===== src/rtl/instr_encoder.sv =====
// Load/store/branch instruction encoder: decoded fields plus a 64-bit immediate
// become 32-bit words, emitted through a two-stage valid/ready pipeline.
module instr_encoder #(
  parameter int unsigned             ADDR_W    = 32,
  parameter logic [ADDR_W-1:0]       BASE_ADDR = '0,
  parameter int unsigned             ERR_CNT_W = 8
) (
  input  logic                 clk,
  input  logic                 reset,
  input  logic                 in_valid,
  output logic                 in_ready,
  input  logic [1:0]           in_kind,
  input  logic [4:0]           in_rd,
  input  logic [4:0]           in_rs1,
  input  logic [4:0]           in_rs2,
  input  logic [2:0]           in_funct3,
  input  logic [63:0]          in_imm,
  output logic                 out_valid,
  input  logic                 out_ready,
  output logic [31:0]          out_instr,
  output logic [ADDR_W-1:0]    out_addr,
  output logic                 out_err,
  output logic [ERR_CNT_W-1:0] err_count
);

  localparam logic [1:0] KIND_LOAD   = 2'b00;
  localparam logic [1:0] KIND_STORE  = 2'b01;
  localparam logic [1:0] KIND_BRANCH = 2'b10;
  localparam logic [1:0] KIND_ILL    = 2'b11;

  localparam logic [6:0] OPC_LOAD   = 7'b0000011;
  localparam logic [6:0] OPC_STORE  = 7'b0100011;
  localparam logic [6:0] OPC_BRANCH = 7'b1100111;

  logic                 r_s1_valid;
  logic [31:0]          r_s1_instr;
  logic                 r_s1_err;

  logic                 r_s2_valid;
  logic [31:0]          r_s2_instr;
  logic                 r_s2_err;
  logic [ADDR_W-1:0]    r_s2_addr;

  logic [ADDR_W-1:0]    r_addr;
  logic [ERR_CNT_W-1:0] r_err_count;

  logic                 w_imm_ok;
  logic                 w_err;
  logic [6:0]           w_opcode;
  logic [31:0]          w_instr;
  logic                 w_s2_load;
  logic                 w_in_ready;
  logic                 w_accept;

  // Encoder: the immediate must fit a signed 12-bit field; rejected entries encode as 0.
  always_comb begin
    w_imm_ok = (&in_imm[63:11]) || !(|in_imm[63:11]);
    w_err    = !w_imm_ok || (in_kind == KIND_ILL);
    w_opcode = OPC_LOAD;
    w_instr  = '0;
    case (in_kind)
      KIND_STORE:  w_opcode = OPC_STORE;
      KIND_BRANCH: w_opcode = OPC_BRANCH;
      default:     w_opcode = OPC_LOAD;
    endcase
    if (!w_err) begin
      if (in_kind == KIND_LOAD) begin
        w_instr = {in_imm[11:0], in_rs1, in_funct3, in_rd, w_opcode};
      end else begin
        // Branch offsets are encoded unshifted, so imm[0] sits in bit 7 like a store.
        w_instr = {in_imm[11:5], in_rs2, in_rs1, in_funct3, in_imm[4:0], w_opcode};
      end
    end
  end

  assign w_s2_load  = r_s1_valid && (!r_s2_valid || out_ready);
  assign w_in_ready = !r_s1_valid || w_s2_load;
  assign w_accept   = in_valid && w_in_ready;

  // Stage 1 captures the encoded word; stage 2 owns the address counter and error tally.
  always_ff @(posedge clk) begin
    if (reset) begin
      r_s1_valid  <= 1'b0;
      r_s1_instr  <= '0;
      r_s1_err    <= 1'b0;
      r_s2_valid  <= 1'b0;
      r_s2_instr  <= '0;
      r_s2_err    <= 1'b0;
      r_s2_addr   <= BASE_ADDR;
      r_addr      <= BASE_ADDR;
      r_err_count <= '0;
    end else begin
      if (w_accept) begin
        r_s1_valid <= 1'b1;
        r_s1_instr <= w_instr;
        r_s1_err   <= w_err;
      end else if (w_s2_load) begin
        r_s1_valid <= 1'b0;
      end

      if (w_s2_load) begin
        r_s2_valid <= 1'b1;
        r_s2_instr <= r_s1_instr;
        r_s2_err   <= r_s1_err;
        r_s2_addr  <= r_addr;
        if (r_s1_err) begin
          if (r_err_count != '1) begin
            r_err_count <= r_err_count + ERR_CNT_W'(1);
          end
        end else begin
          r_addr <= r_addr + ADDR_W'(4);
        end
      end else if (out_ready) begin
        r_s2_valid <= 1'b0;
      end
    end
  end

  assign in_ready  = w_in_ready;
  assign out_valid = r_s2_valid;
  assign out_instr = r_s2_instr;
  assign out_addr  = r_s2_addr;
  assign out_err   = r_s2_err;
  assign err_count = r_err_count;

endmodule


===== config.mk =====
export PLATFORM = sky130hd
export DESIGN_NAME = instr_encoder
export DESIGN_NICKNAME = d
export VERILOG_FILES = /design/src/rtl/instr_encoder.sv
export SDC_FILE = /design/constraint.sdc
export NUM_CORES = 1
export LEC_CHECK = 0
export BUFFER_PORTS_ARGS = -buffer_cell sky130_fd_sc_hd__buf_2
export CAP_MARGIN = 10
export CELL_PAD_IN_SITES_DETAIL_PLACEMENT = 1
export CELL_PAD_IN_SITES_GLOBAL_PLACEMENT = 2
export CORE_ASPECT_RATIO = 1.4
export CORE_MARGIN = 3
export CORE_UTILIZATION = 29
export CTS_BUF_LIST = sky130_fd_sc_hd__clkbuf_4 sky130_fd_sc_hd__clkbuf_8 sky130_fd_sc_hd__clkbuf_16
export DETAILED_ROUTE_END_ITERATION = 10
export GPL_ROUTABILITY_DRIVEN = 1
export GPL_TIMING_DRIVEN = 0
export HOLD_SLACK_MARGIN = 0.15
export PLACE_DENSITY_LB_ADDON = 0.1
export SETUP_SLACK_MARGIN = 0.02
export SYNTH_ARGS = -nofsm -noshare
export SYNTH_HDL_FRONTEND = slang
export SYNTH_SLANG_ARGS = --single-unit

===== constraint.sdc =====
create_clock -name clk -period 2.6 [get_ports clk]
set_input_delay 0.13 -clock clk [delete_from_list [all_inputs] [get_ports clk]]
set_output_delay 0.13 -clock clk [all_outputs]
set_load 0.05 [all_outputs]

==> out/results.tsv <==
metric	value	unit
Sw Pwr	1.092	mW
final cell count without fillers	1122	
Die W	122.3	um
max-slew violations	0	
clock-pin slew of the registers on the worst-case setup and hold paths	60	ps
highest metal used	met4	
critical path type	register to register	
Yosys warnings	0	
Cells after Synth	654	
Net Sw Frac	22.53	%
max_cap viols	0	
first-pass GRT wire length	29550	um
CTS tree	yes	
IO Port Bufs	157	
commonest register cell after synthesis	dfxtp_1	
Finished Core Util	41.43	%
register bit count reported by yosys	128	
IO Pins	163	
initial DRC count	203	
met3 routed WL	584	um
met2 wire length	10180	um
Cell Pwr Density	639.7	nW/um2
Final Cell Area	7577	um2
router iterations before antenna repair	4	
CTS Buf Count	17	
Post-DRT Antenna Nets	0	
worst clock skew	7.324	ps
syn_area_per_cell	8.391	um2
grt ovf	0	
worst path required time	2900	ps
antenna cell count	0	
Sequential Area	2562	um2
M1 WL	7036	um
Hold Slack	181.9	ps
GPL Wtd Cong	0.7646	
largest net degree at the start of global routing	17	
Startpoint Class	register	
layout cell share with drive strength beyond 1	25.51	%
clock insertion delay at the later pin of the skew report	420	ps
CTS sink count	128	
Power Total	4.847	mW
layout net count	962	
Worst Setup Slack, final	314.0	ps
Seq/Total Area, Yosys	46.69	%
initial antenna violation count	0	
Max VDD drop	0.3551	mV
cell-internal power	3.755	mW
DRC violations left	0	
Vert. Die Dim	168.8	um
full die area	20630	um2
hpwl dp	14150	um
async set-reset flop share out of synthesis	0	%
final WL	18230	um
setup violators final	0	
DR vias	5468	
period utilisation layout	87.92	%
vias in the first global route	5857	
row cnt	58	
Yosys cell types	39	
min-delay worst type	primary input to register	
combinational share of power	7.1	%
Sequential Power Share	40.8	%
EDFF count, synth	0	
Max FO, Critical Path	10	
Global Route Usage Sum	18.26	%
area of the multi-input gates	2659	um2
routed vias/inst	4.873	
Cell Area, Placed	6585	um2
setup TNS	0	ps
depth of the CTS H-tree	4	
core area	18290	um2
Filler Cells Inserted	2253	
Post-Syn Area	5488	um2
slew margin rel.	47.85	%
Area growth syn-to-layout	38.08	%
leakage	2.872	nW
DR WL/cell	16.25	um
outcome	finished, final reports clean	
clock root buffer	clkbuf_16	
RSZ-0062 raised after global routing	false	
CP Capture Type	register	
max frequency	437.4	MHz
pre-CTS setup slack	200.4	ps
CTS Buffer Depth	2	
Initial Util	30.01	%
clock group share of total power	52.1	%
critical path arrival	2580	ps
Fin. Hold Viols	0	
dpl cells	1054	
worst slew pin tran	781.5	ps
Period minus WS final	2286	ps
[layout by cell type (no fill, tap or decap), types with 3 or more instances in the layout]
cell / instances
a21oi_1: 67
and4_1: 4
buf_1: 3
buf_2: 160
buf_4: 7
bufinv_16: 3
clkbuf_1: 34
clkbuf_16: 17
clkbuf_4: 3
clkbuf_8: 4
conb_1: 4
dfxtp_1: 128
dlygate4sd3_1: 36
ha_1: 5
inv_1: 11
mux2i_1: 12
nand2_1: 137
nand3_1: 12
nand3b_1: 28
nand4_1: 20
nor2_1: 39
nor3_1: 16
nor4_1: 22
o21ai_0: 22
o41ai_1: 9
or3_1: 5
or4_1: 3
or4b_2: 17
xnor2_1: 29
[logic make-up (layout without fill, tap and decap cells)]
group	count (synthesis)	count (layout)	synth area share (%)
compound gates	103	103	10.42
other cells	1	4	0.06833
fa+ha+maj	5	5	1.140
simple gates	312	312	29.48
xor+xnor	31	31	4.948
mux	12	12	2.189
flops	128	128	46.69
buf+inv	62	287	5.061
[area by class of cell]
| type | count | share of cell area (%) |
|---|---|---|
| tap | 240 | 3.963 |
| timing repair buffer | 193 | 15.13 |
| multi-input combinational | 467 | 35.09 |
| sequential | 128 | 33.82 |
| clock inverter | 8 | 1.684 |
| inverter | 12 | 0.5945 |
| clock buffer | 24 | 6.638 |
| buffer | 50 | 3.088 |
[critical path: stages (launching register included)]
cell	delay [ps]
dfxtp_1	380
nor2b_1	370
nand2_1	180
nand2_1	170
clkbuf_1	400
clkbuf_1	410
nand3b_1	150
o41ai_1	100
[timing repair]
action                                 CTS  global route
setup endpoints to repair                0             4
gates resized for setup                  0             2
hold buffers                            36             0
endpoints found under the hold margin   26             0
setup buffers                            0             0
[power by group through the flow]
stage,clock [mW],combinational [mW],sequential (mW)
after CTS,2.59,0.348,1.98
final,2.53,0.343,1.98
after floorplan,0,0.146,2.03
after global routing,2.69,0.381,1.98
after detailed placement,0,0.301,2.02
after global placement,0,0.292,2.02
[registers in the layout, summed over array words and instances (netlist names)]
signal      cells
err_count       8
out_addr       30
out_err         1
out_instr      28
out_valid       1
r_addr         30
r_s1_err        1
r_s1_instr     28
r_s1_valid      1
[worst paths after layout]
path / cells after the start / slack, ps / end / startpoint
setup / recovery: 7 / 310 / r_s1_instr[21]$_SDFFE_PP0P_ / out_valid$_SDFFE_PP0P_
hold / removal: 3 / 180 / r_s1_instr[24]$_SDFFE_PP0P_ / in_rs2[4]
setup reg to reg: 7 / 310 / r_s1_instr[21]$_SDFFE_PP0P_ / out_valid$_SDFFE_PP0P_
hold reg to reg: 2 / 450 / out_addr[21]$_SDFFE_PP0P_ / out_addr[21]$_SDFFE_PP0P_
[routing by layer]
metal  GRT usage (%)  vias up
li1                -     2705
met1           19.63     2626
met2           34.59      110
met3           3.576       27
met4           6.823        0
met5               0        -
[cell usage after synthesis, types with 11 or more instances]
cell      instances  area (um2)
a21oi_1          67       335.3
clkbuf_1         35       131.4
dfxtp_1         128        2562
inv_1            11       41.29
mux2i_1          12       120.1
nand2_1         137       514.2
nand3_1          12       60.06
nand3b_1         28       210.2
nand4_1          20       125.1
nor2_1           39       146.4
nor3_1           16       80.08
nor4_1           22       137.6
o21ai_0          22       110.1
or4b_2           17       170.2
xnor2_1          29       254.0
No activity file was read; power rests on OpenSTA's default activity.
